[src/rtl/elevator_call_panel.sv]
`default_nettype none
// ============================================================================
//  Module   : elevator_call_panel
//  Purpose  : Button-side front end for the elevator controller. Raw car and
//             hall buttons are synchronised and debounced. Each press becomes a
//             one-cycle request pulse. A lamp stays lit per call until the
//             controller serves it. Lit, unserved calls are re-pulsed
//             periodically so that a dropped request is recovered.
//  Ports    : CLK        - system clock, rising edge
//             RST_N      - asynchronous active-low reset
//             BTN[6:0]   - raw buttons {D3,D2,U2,U1,F3,F2,F1}, async
//             Open       - door-open status from the controller
//             Floor[1:0] - current floor 1..3 (0 = invalid)
//             Direction  - 00 idle, 01 up, 10 down, 11 idle
//             F1..D3     - registered one-cycle request pulses
//             LAMP[6:0]  - registered call lamps, same order as BTN
//  Revision : 1.0 - initial release
// ============================================================================
module elevator_call_panel #(
    parameter int DEB_CYC   = 4,   // stable samples needed to flip a button (1..15)
    parameter int RETRY_CYC = 32   // re-pulse period for lit lamps, 0 = off
) (
    input  logic       CLK,
    input  logic       RST_N,
    input  logic [6:0] BTN,
    input  logic       Open,
    input  logic [1:0] Floor,
    input  logic [1:0] Direction,
    output logic       F1,
    output logic       F2,
    output logic       F3,
    output logic       U1,
    output logic       U2,
    output logic       D2,
    output logic       D3,
    output logic [6:0] LAMP
);

    localparam logic [3:0] c_DEB_LAST = 4'(DEB_CYC - 1);

    logic [6:0]      r_sync1;
    logic [6:0]      r_sync2;
    logic [6:0]      r_deb;
    logic [6:0]      r_deb_d;
    logic [6:0][3:0] r_cnt;
    logic [6:0]      r_req;
    logic [6:0]      r_lamp;

    logic [6:0]      w_press;
    logic [6:0]      w_match;
    logic            w_tick;
    logic            w_valid;
    logic            w_dir_up;
    logic            w_dir_dn;

    // A press is the rising edge of the debounced level; release is silent.
    assign w_press = r_deb & ~r_deb_d;

    // Service match: door open at a valid floor, hall calls also need the
    // travel direction to agree (idle serves either hall direction).
    assign w_valid  = Open && (Floor != 2'd0);
    assign w_dir_up = (Direction == 2'b01);
    assign w_dir_dn = (Direction == 2'b10);

    assign w_match[0] = w_valid && (Floor == 2'd1);
    assign w_match[1] = w_valid && (Floor == 2'd2);
    assign w_match[2] = w_valid && (Floor == 2'd3);
    assign w_match[3] = w_valid && (Floor == 2'd1);
    assign w_match[4] = w_valid && (Floor == 2'd2) && !w_dir_dn;
    assign w_match[5] = w_valid && (Floor == 2'd2) && !w_dir_up;
    assign w_match[6] = w_valid && (Floor == 2'd3);

    // ------------------------------------------------------------------
    // Retry timer: free-running 0..RETRY_CYC-1, tick on the last count.
    // ------------------------------------------------------------------
    generate
        if (RETRY_CYC > 0) begin : g_retry
            localparam int                 c_TIMER_W  = (RETRY_CYC > 1) ? $clog2(RETRY_CYC) : 1;
            localparam logic [c_TIMER_W-1:0] c_TIMER_LAST = c_TIMER_W'(RETRY_CYC - 1);

            logic [c_TIMER_W-1:0] r_timer;

            always_ff @(posedge CLK or negedge RST_N) begin
                if (!RST_N) begin
                    r_timer <= '0;
                end else if (r_timer == c_TIMER_LAST) begin
                    r_timer <= '0;
                end else begin
                    r_timer <= r_timer + c_TIMER_W'(1);
                end
            end

            assign w_tick = (r_timer == c_TIMER_LAST);
        end else begin : g_no_retry
            assign w_tick = 1'b0;
        end
    endgenerate

    // ------------------------------------------------------------------
    // Synchroniser, debounce, lamps and request pulses.
    // ------------------------------------------------------------------
    always_ff @(posedge CLK or negedge RST_N) begin
        if (!RST_N) begin
            r_sync1 <= '0;
            r_sync2 <= '0;
            r_deb   <= '0;
            r_deb_d <= '0;
            r_cnt   <= '0;
            r_req   <= '0;
            r_lamp  <= '0;
        end else begin
            r_sync1 <= BTN;
            r_sync2 <= r_sync1;
            r_deb_d <= r_deb;

            for (int b = 0; b < 7; b++) begin
                if (r_sync2[b] != r_deb[b]) begin
                    // Reaching DEB_CYC disagreeing samples flips the state.
                    if (r_cnt[b] == c_DEB_LAST) begin
                        r_deb[b] <= ~r_deb[b];
                        r_cnt[b] <= 4'd0;
                    end else begin
                        r_cnt[b] <= r_cnt[b] + 4'd1;
                    end
                end else begin
                    r_cnt[b] <= 4'd0;
                end
            end

            // Press and retry merge into a single pulse; a served call is
            // not retried in the cycle it is being served.
            r_req  <= w_press | ({7{w_tick}} & r_lamp & ~w_match);
            // Service clear wins over a simultaneous press (door reopen).
            r_lamp <= (r_lamp | w_press) & ~w_match;
        end
    end

    assign F1   = r_req[0];
    assign F2   = r_req[1];
    assign F3   = r_req[2];
    assign U1   = r_req[3];
    assign U2   = r_req[4];
    assign D2   = r_req[5];
    assign D3   = r_req[6];
    assign LAMP = r_lamp;

endmodule
`default_nettype wire

[config.mk]
export PLATFORM = sky130hd
export DESIGN_NAME = elevator_call_panel
export DESIGN_NICKNAME = d
export VERILOG_FILES = /design/src/rtl/elevator_call_panel.sv
export SDC_FILE = /design/constraint.sdc
export NUM_CORES = 1
export LEC_CHECK = 0
export ABC_CLOCK_PERIOD_IN_PS = 1500
export CORE_MARGIN = 8
export CORE_UTILIZATION = 51
export DETAILED_ROUTE_END_ITERATION = 10
export PLACE_DENSITY = 0.79
export SETUP_SLACK_MARGIN = 0.05
export SLEW_MARGIN = 10
export SYNTH_ARGS = -nofsm -noshare
export SYNTH_HDL_FRONTEND = slang
export SYNTH_SLANG_ARGS = --single-unit
[constraint.sdc]
create_clock -name CLK -period 1.5 [get_ports CLK]
set_input_delay 0.15 -clock CLK [delete_from_list [all_inputs] [get_ports CLK]]
set_output_delay 0.15 -clock CLK [all_outputs]
set_load 0.01 [all_outputs]
# --- Word-level counts from Yosys, hierarchy flattened ---
# Index checks and enable logic that the tools add are counted.
classes:
  n_addsub: 8
  eq_ne: 20
  mux: 15
  bitwise_logic: 15
  n_reduce_logical: 16
op_table:
  columns: ["operator", "count"]
  rows:
  - ["$mux W4", 14]
  - ["$add A4 B1 Y4 const B", 7]
  - ["$and A7 B7 Y7", 4]
  - ["$eq A4 B2 Y1 const B", 7]
  - ["$not A7 Y7", 2]
  - ["$or A7 B7 Y7", 2]
  - ["$reduce_and A2 Y1", 7]
  - ["$ne A1 B1 Y1", 7]
  - ["$not A1 Y1", 7]
  - ["$eq A2 B2 Y1 const B", 3]
  - ["$logic_and A1 B1 Y1", 6]
  - ["$add A5 B1 Y5 const B", 1]
  - ["$eq A5 B5 Y1 const B", 1]
  - ["$mux W5", 1]
  - ["$eq A2 B1 Y1 const B", 2]
  - ["$logic_not A1 Y1", 2]
  - ["$reduce_bool A2 Y1", 1]
word_totals:
  reg_bits: 75
  word_cells: 94

# --- Logic depth before layout (Yosys ltp) ---
# Gate-level depths: netlist (run 1).
depth:
  ltp_word: 7
  depth_mapped: 6
  depth_no_buf: 5

# --- Least setup slack after synthesis (run 1) ---
# No wires, ideal clock.
synth_timing:
  path_type: "register to register"
  start: "register g_retry.r_timer[0]"
  end: "register r_req[0]"
  setup_time_ns: 0.120
  arrival_time_ns: 1.318
  slack_ns: 0.061
  path_stages_with_launch: 6
  period_less_slack_ns: 1.439
  path_cell_list: "dfrtp_1 ha_1 and3_1 ha_1 buf_2 a31o_2"
synth_between:
  elab_chain_len: 4
synth_rtl:
  columns: ["element", "line_no", "source"]
  rows:
  - ["from (decl)", "81", "logic [c_TIMER_W-1:0] r_timer;"]
  - ["from (signal assigned)", "89", "r_timer <= r_timer + c_TIMER_W'(1);"]
  - ["$eq A5 B5 Y1", "93", "assign w_tick = (r_timer == c_TIMER_LAST);"]
  - ["$and A7 B7 Y7 (2 in series)", "132", "r_req <= w_press | ({7{w_tick}} & r_lamp & ~w_match);"]
  - ["$or A7 B7 Y7", "132", null]
  - ["to (signal assigned)", "132", null]
  - ["to (decl)", "46", "logic [6:0] r_req;"]
# Every way passes these cells.
# A chain may end at the register's enable or synchronous reset.

# --- Worst setup path in the final report (run 1) ---
layout_timing:
  start: "register g_retry.r_timer[0]"
  end: "register r_req[2]"
# Same word-level chain as after synthesis.

==> metrics.txt, run 1 <==
Power Density about 1700 mW/mm^2; final setup vio count 0; max-cap viol count 0; Reg clk slew, reported paths approximately 0.07 ns; synth cell count leaders dfrtp_1 (75), a21oi_1 (15), nor2b_1 (14); Synth area leaders dfrtp_1 (63%), ha_1 (4.2%), nor2b_1 (3.0%); reg2reg end r_req[2]$_DFF_PN0_; CTS H-tree depth 3; clk root buf clkbuf_8; Synth Register Bits between 70 and 80; leak pwr about 0.0016 uW; outcome complete, no violations; deepest clock path buffer count 2; Tot Pwr ~6000 uW; WL met1 2.19 mm; reg-to-reg startpoint g_retry.r_timer[0]$_DFF_PN0_; global-route wire length before repair around 8.5 mm; Max Freq between 0.7 and 0.8 GHz; Inserted Diodes 0; WL final a little under 5 mm; Die X a little over 90 um; GRT overflow 0; Worst setup SP type flop; largest net degree at the start of global routing 35; vias in the first global route around 1900; Post-synth EDFFs 0; Nets around 280; CTS tree done; Layout area overhead 21.3%; hpwl dp roughly 3.3 mm; Vias approximately 1800; final worst slack between 0.08 and 0.09 ns; Worst slew margin a little under three quarters; worst skew pair latency 0.34 ns; post-synthesis cell type count 31; Mapped Cells 213; RSZ-0062 raised after global routing true; Vias/cell roughly 5.3; Final Util between 60% and 70%; Tcrit/Tclk final between 90% and 100%; Final min period 1.42 ns; Setup CP Type reg -> reg; GRT Total Usage between 10% and 20%; CP Capture Type flop; Worst Skew roughly 0.0042 ns; Avg WL per Cell about 15 um; routed wl met2 about 2.3 mm; layout cells sized above 1 approximately 19%; Slew Viols, Final 0; sequential share of the synthesized area about 63%; most frequent cell after synthesis dfrtp_1; routability cong. 0.780; yosys warns 0; Core Box Area approximately 0.0056 mm^2; Max VDD drop 1.04 mV; Initial Util between 50% and 60%; router iterations before antenna repair 4; Mean Syn Cell Area 13.9 um^2; worst hold path type in -> reg; Mapped Nets roughly 240; Ports 28; Worst EP required roughly 1.7 ns; Routed Antenna Nets 0; residual DRC count 0; max layer used met4; hold_sp BTN[4]; pre-CTS WS -0.0561 ns; Critical path origin g_retry.r_timer[0]$_DFF_PN0_; clk sinks 75; area leader, netlist dfrtp_1; FF-to-FF path depth 4; # rows 27; DRT iter0 DRCs 46; Endpoint, Worst Hold r_sync1[4]$_DFF_PN0_; Hold Fails Final Rpt 0; Hold WS 0.240 ns; asr flop ratio synth 100%; crit-path max FO 3; FF-to-FF setup slack between 0.08 and 0.09 ns; routed wl met3 269 um; worst hold path stage count 1; TritonCTS buffer count 9; # port buffers 27; post-synth top area share between 60% and 70%; Die H between 90 and 100 um; Top FF cell, synth dfrtp_1; initial antenna violation count 0; Tightest Pin Transition about 0.43 ns; die area approximately 0.0085 mm^2; crit path DAT 1.65 ns; Mapped Area between 0.002 and 0.003 mm^2
## metrics by stage
stage	cell area, um^2	std cells	TNS (ns)
floorplan	2960	213	0
global placement	3350	314	0
detailed placement	3350	314	-0.0561
CTS	3580	331	0
global route	3590	331	0
finish	3590	331	0
## worst max-delay path by stage
stage                                              end  slack [ns]  depth (start not counted)
after CTS                 g_retry.r_timer[3]$_DFF_PN0_        0.03                          5
after detailed placement  g_retry.r_timer[3]$_DFF_PN0_       -0.06                          5
after global placement    g_retry.r_timer[3]$_DFF_PN0_        0.01                          5
final                               r_req[2]$_DFF_PN0_        0.08                          4
after floorplan                     r_req[0]$_DFF_PN0_        0.06                          5
after global routing      g_retry.r_timer[3]$_DFF_PN0_        0.03                          5
## cells in the final DEF, fill, tap and decap left out, drive strengths merged, types with 4 or more instances in the layout
cell type and n:
dfrtp 75, clkdlybuf4s50 19, a21oi 15, nor2b 14, clkbuf 11, ha 10
nand3b 8, xnor2 8, nor2 8, mux2 8, nor3b 7, nand2b 7
dlygate4sd2 7, nor3 7, and4 7, nor4 5, buf 5, o21a 4
a31o 4
## state kept, by name, indices dropped and copies added (netlist names)
signal           flops
r_cnt               28
LAMP                 7
r_deb                7
r_deb_d              7
r_req                7
r_sync1              7
r_sync2              7
g_retry.r_timer      5
## metal layers
layer | GRT usage [%] | vias up
li1 | - | 847
met1 | 14.9 | 878
met2 | 20.0 | 26
met3 | 6.44 | 8
met4 | 5.64 | 0
met5 | 0 | -
## logic make-up after synthesis
group / synth area share [%]
flops: 63.4
fa+ha+maj: 4.23
xor+xnor: 2.37
simple gates: 18.7
buf+inv: 0.718
mux: 3.04
compound gates: 7.52
## power breakdown
part	total [uW]	switching [uW]	internal, uW
Combinational	1430	614	812
Sequential	3000	428	2570
Clock	1700	684	1020
## critical path, cell delays in order (launching register included)
cell and delay (ns):
dfrtp_1 0.38, ha_1 0.21, and3_1 0.23, ha_1 0.24
a31o_2 0.24
## final cells by class
cell class | instances | area, um^2
Fill cell | 439 | 1980
Sequential cell | 75 | 1880
Multi-Input combinational cell | 133 | 1070
Timing Repair Buffer | 32 | 312
Clock buffer | 11 | 151
Tap cell | 72 | 90.1
Clock inverter | 5 | 75.1
Inverter | 3 | 11.3
## what timing repair did
action | 4_1_cts | 5_1_grt
endpoints found under the hold margin | 32 | 0
gates resized for setup | 8 | 1
hold buffers | 1 | 0
buffers inserted | 0 | 0
endpoints found under the setup margin | 12 | 3
(Power assumes the default switching activity.)
==> inputs of run 2 (changes only) <==
--- a/config.mk
+++ b/config.mk
@@ -5,11 +5,11 @@
 export SDC_FILE = /design/constraint.sdc
 export NUM_CORES = 1
 export LEC_CHECK = 0
-export ABC_CLOCK_PERIOD_IN_PS = 1500
+export ABC_CLOCK_PERIOD_IN_PS = 1450
 export CORE_MARGIN = 8
-export CORE_UTILIZATION = 51
+export CORE_UTILIZATION = 56
 export DETAILED_ROUTE_END_ITERATION = 10
-export PLACE_DENSITY = 0.79
+export PLACE_DENSITY = 0.82
 export SETUP_SLACK_MARGIN = 0.05
 export SLEW_MARGIN = 10
 export SYNTH_ARGS = -nofsm -noshare
==> constraint.sdc (replaced) <==
create_clock -name CLK -period 1.45 [get_ports CLK]
set_input_delay 0.145 -clock CLK [delete_from_list [all_inputs] [get_ports CLK]]
set_output_delay 0.145 -clock CLK [all_outputs]
set_load 0.01 [all_outputs]
==> run 2 against run 1 <==
Compared with the run above: critical path depth increased by 2; highest routed layer unchanged; largest power group unchanged; first-iteration DRC count increased by 98%; global-route usage increased by 1.5 points; clock power decreased by 8%; register-to-register slack got worse by 0.03 ns; via count increased by 4.0%; flip-flop and latch count unchanged; power increased by 1.1%.
==> metrics.txt, run 2 (synthesized netlist as in run 1, its figures left out) <==
CP max stage cell dfrtp_1; Worst EP required 1.65 ns (-0.08 ns); leak pwr 0.00163 uW (+4.6%); Psw 1850 uW (+7.4%); FF-to-FF setup slack 0.06 ns (-0.03 ns); Routed Antenna Nets 0 (unchanged); most frequent cells in the layout dfrtp_1 (75), a21oi_1 (15), nor2b_1 (14); Die X 88.7 um (-3.8%); Worst Skew 0.0112 ns (+0.00699 ns); hpwl dp 3.36 mm (+0.41%); CP bufs+invs 1 (+1); Reg clk slew, reported paths 0.07 ns (about the same); residual DRC count 0 (unchanged); Die H 88.7 um (-3.8%); CP Capture Type flop; Hold Fails Final Rpt 0 (unchanged); Critical path origin g_retry.r_timer[1]$_DFF_PN0_; delay-heaviest family, CP flip-flops; non-filler cells, final 332 (+0.30%); commonest non-fill, non-tap cell in the layout dfrtp_1; Tcrit/Tclk final 96.1% (+1.6 points); # rows 26 (-3.7%); routability cong. 0.808 (+3.6%); design internal power 4340 uW (-1.3%); final setup vio count 0 (unchanged); hold_sp BTN[4]; router iterations before antenna repair 4 (unchanged); placed insts 313 (-0.32%); worst hold path stage count 1 (unchanged); TritonCTS buffer count 9 (unchanged); crit-path max FO 9 (+6); Final Instance Area 0.00363 mm^2 (+1.1%); max reg flops 28 (unchanged); Sw Share 29.9% (+1.7 points); Largest Register r_cnt; worst hold path type in -> reg; GRT Total Usage 14.4% (+1.5 points); Endpoint, Worst Hold r_sync1[4]$_DFF_PN0_; deepest clock path buffer count 2 (unchanged); sequential power share 50.3% (+1.4 points); slowest cell delay on critical path 0.39 ns (about the same); reg2reg end r_req[5]$_DFF_PN0_; clk root buf clkbuf_8; Nets 281 (+1.1%); Final min period 1.39 ns (-0.0240 ns); Max VDD drop 0.970 mV (-7.1%); clk sinks 75 (unchanged); max-cap viol count 0 (unchanged); largest net degree at the start of global routing 76 (+120%); Setup CP Type reg -> reg; WL final 5.25 mm (+8.8%); CTS H-tree depth 3 (unchanged); worst skew pair latency 0.34 ns (about the same); Layout area overhead 22.7%; crit path DAT 1.59 ns (-0.06 ns); placement-stage cell area 0.00336 mm^2 (+0.15%); Worst setup SP type flop; # port buffers 27 (unchanged); vias in the first global route 1984 (+6.8%); Avg WL per Cell 15.8 um (+8.5%); Worst slew margin 73.8% (+2.6 points); layout cells sized above 1 21.0% (+1.7 points); FF-to-FF path depth 6 (+2); combinational fraction of design power 24.5% (+1.2 points); Tightest Pin Transition 0.393 ns (-0.0392 ns); Ports 28 (unchanged); Initial Util 58.0% (+4.9 points); Slew Viols, Final 0 (unchanged); global-route wire length before repair 8.67 mm (+1.7%); Power Density 1710 mW/mm^2 (about the same); crit-path cells ha_2 > and3_4 > ha_4 > buf_4 > nand2_1 > o221ai_1; Layout fillers 348 (-21%); GRT overflow 0 (unchanged); Clock Power Share 25.2% (-2.6 points); Core Box Area 0.00511 mm^2 (-8.4%); Inserted Diodes 0 (unchanged); outcome complete, no violations; Vias 1829 (+4.0%); Max Freq 0.717 GHz (+1.7%); initial antenna violation count 0 (unchanged); die area 0.00787 mm^2 (-7.4%); DRT iter0 DRCs 91 (+98%); Vias/cell 5.51 (+3.7%); RSZ-0062 raised after global routing true; reg-to-reg startpoint g_retry.r_timer[1]$_DFF_PN0_; CTS tree done
-- run 2: worst max-delay path by stage --
stage                                    to  slack (ns)  cells past startpoint
5_1_grt                  r_req[5]$_DFF_PN0_      -0.001                      6
4_1_cts        g_retry.r_timer[3]$_DFF_PN0_       0.002                      5
3_3_place_gp             r_req[5]$_DFF_PN0_       -0.03                      6
6_report                 r_req[5]$_DFF_PN0_        0.06                      6
3_5_place_dp             r_req[5]$_DFF_PN0_        -0.1                      6
2_1_floorplan            r_req[0]$_DFF_PN0_        0.06                      5
-- run 2: area by class of cell --
class	count	area, um^2	share of cell area [%]
clock buffers	11	141	3.89
repair buffers	35	343	9.44
clock inverters	5	52.6	1.45
multi-input cells	133	1120	30.8
flip-flops and latches	75	1880	51.7
inverters	3	11.3	0.310
well taps	70	87.6	2.41
-- run 2: power groups by stage --
stage	Sequential [uW]	Clock, uW	Combinational (uW)
3_3_place_gp	3130	0	1510
5_1_grt	3190	1710	1670
2_1_floorplan	3130	0	836
3_5_place_dp	3160	0	1560
6_report	3120	1560	1520
4_1_cts	3120	1610	1500
-- run 2: repair_timing --
action,in CTS,in global routing
resized for setup,11,10
endpoints found under the hold margin,75,0
endpoints found under the setup margin,16,11
setup buffers,0,2
hold buffers,1,0
pin swaps,0,0
-- run 2: stage by stage --
stage               hold slack, ns  utilization [%]  power [uW]  setup WS (ns)  setup TNS (ns)
floorplan                   -0.151                -        3970         0.0557               0
finish                       0.246             71.1        6200         0.0561               0
global placement             0.208             65.7        4640        -0.0341         -0.0535
global route                 0.217             71.1        6570       -0.00115        -0.00115
detailed placement           0.206             65.7        4720        -0.0980          -0.230
CTS                          0.232             69.7        6230        0.00242               0
-- run 2: per-layer routing --
metal / global-route usage [%] / wire length [um]
met2: 24.3 / 2700
met4: 5.07 / 87
met5: 0 / 0
met3: 5.85 / 210
met1: 16.1 / 2250
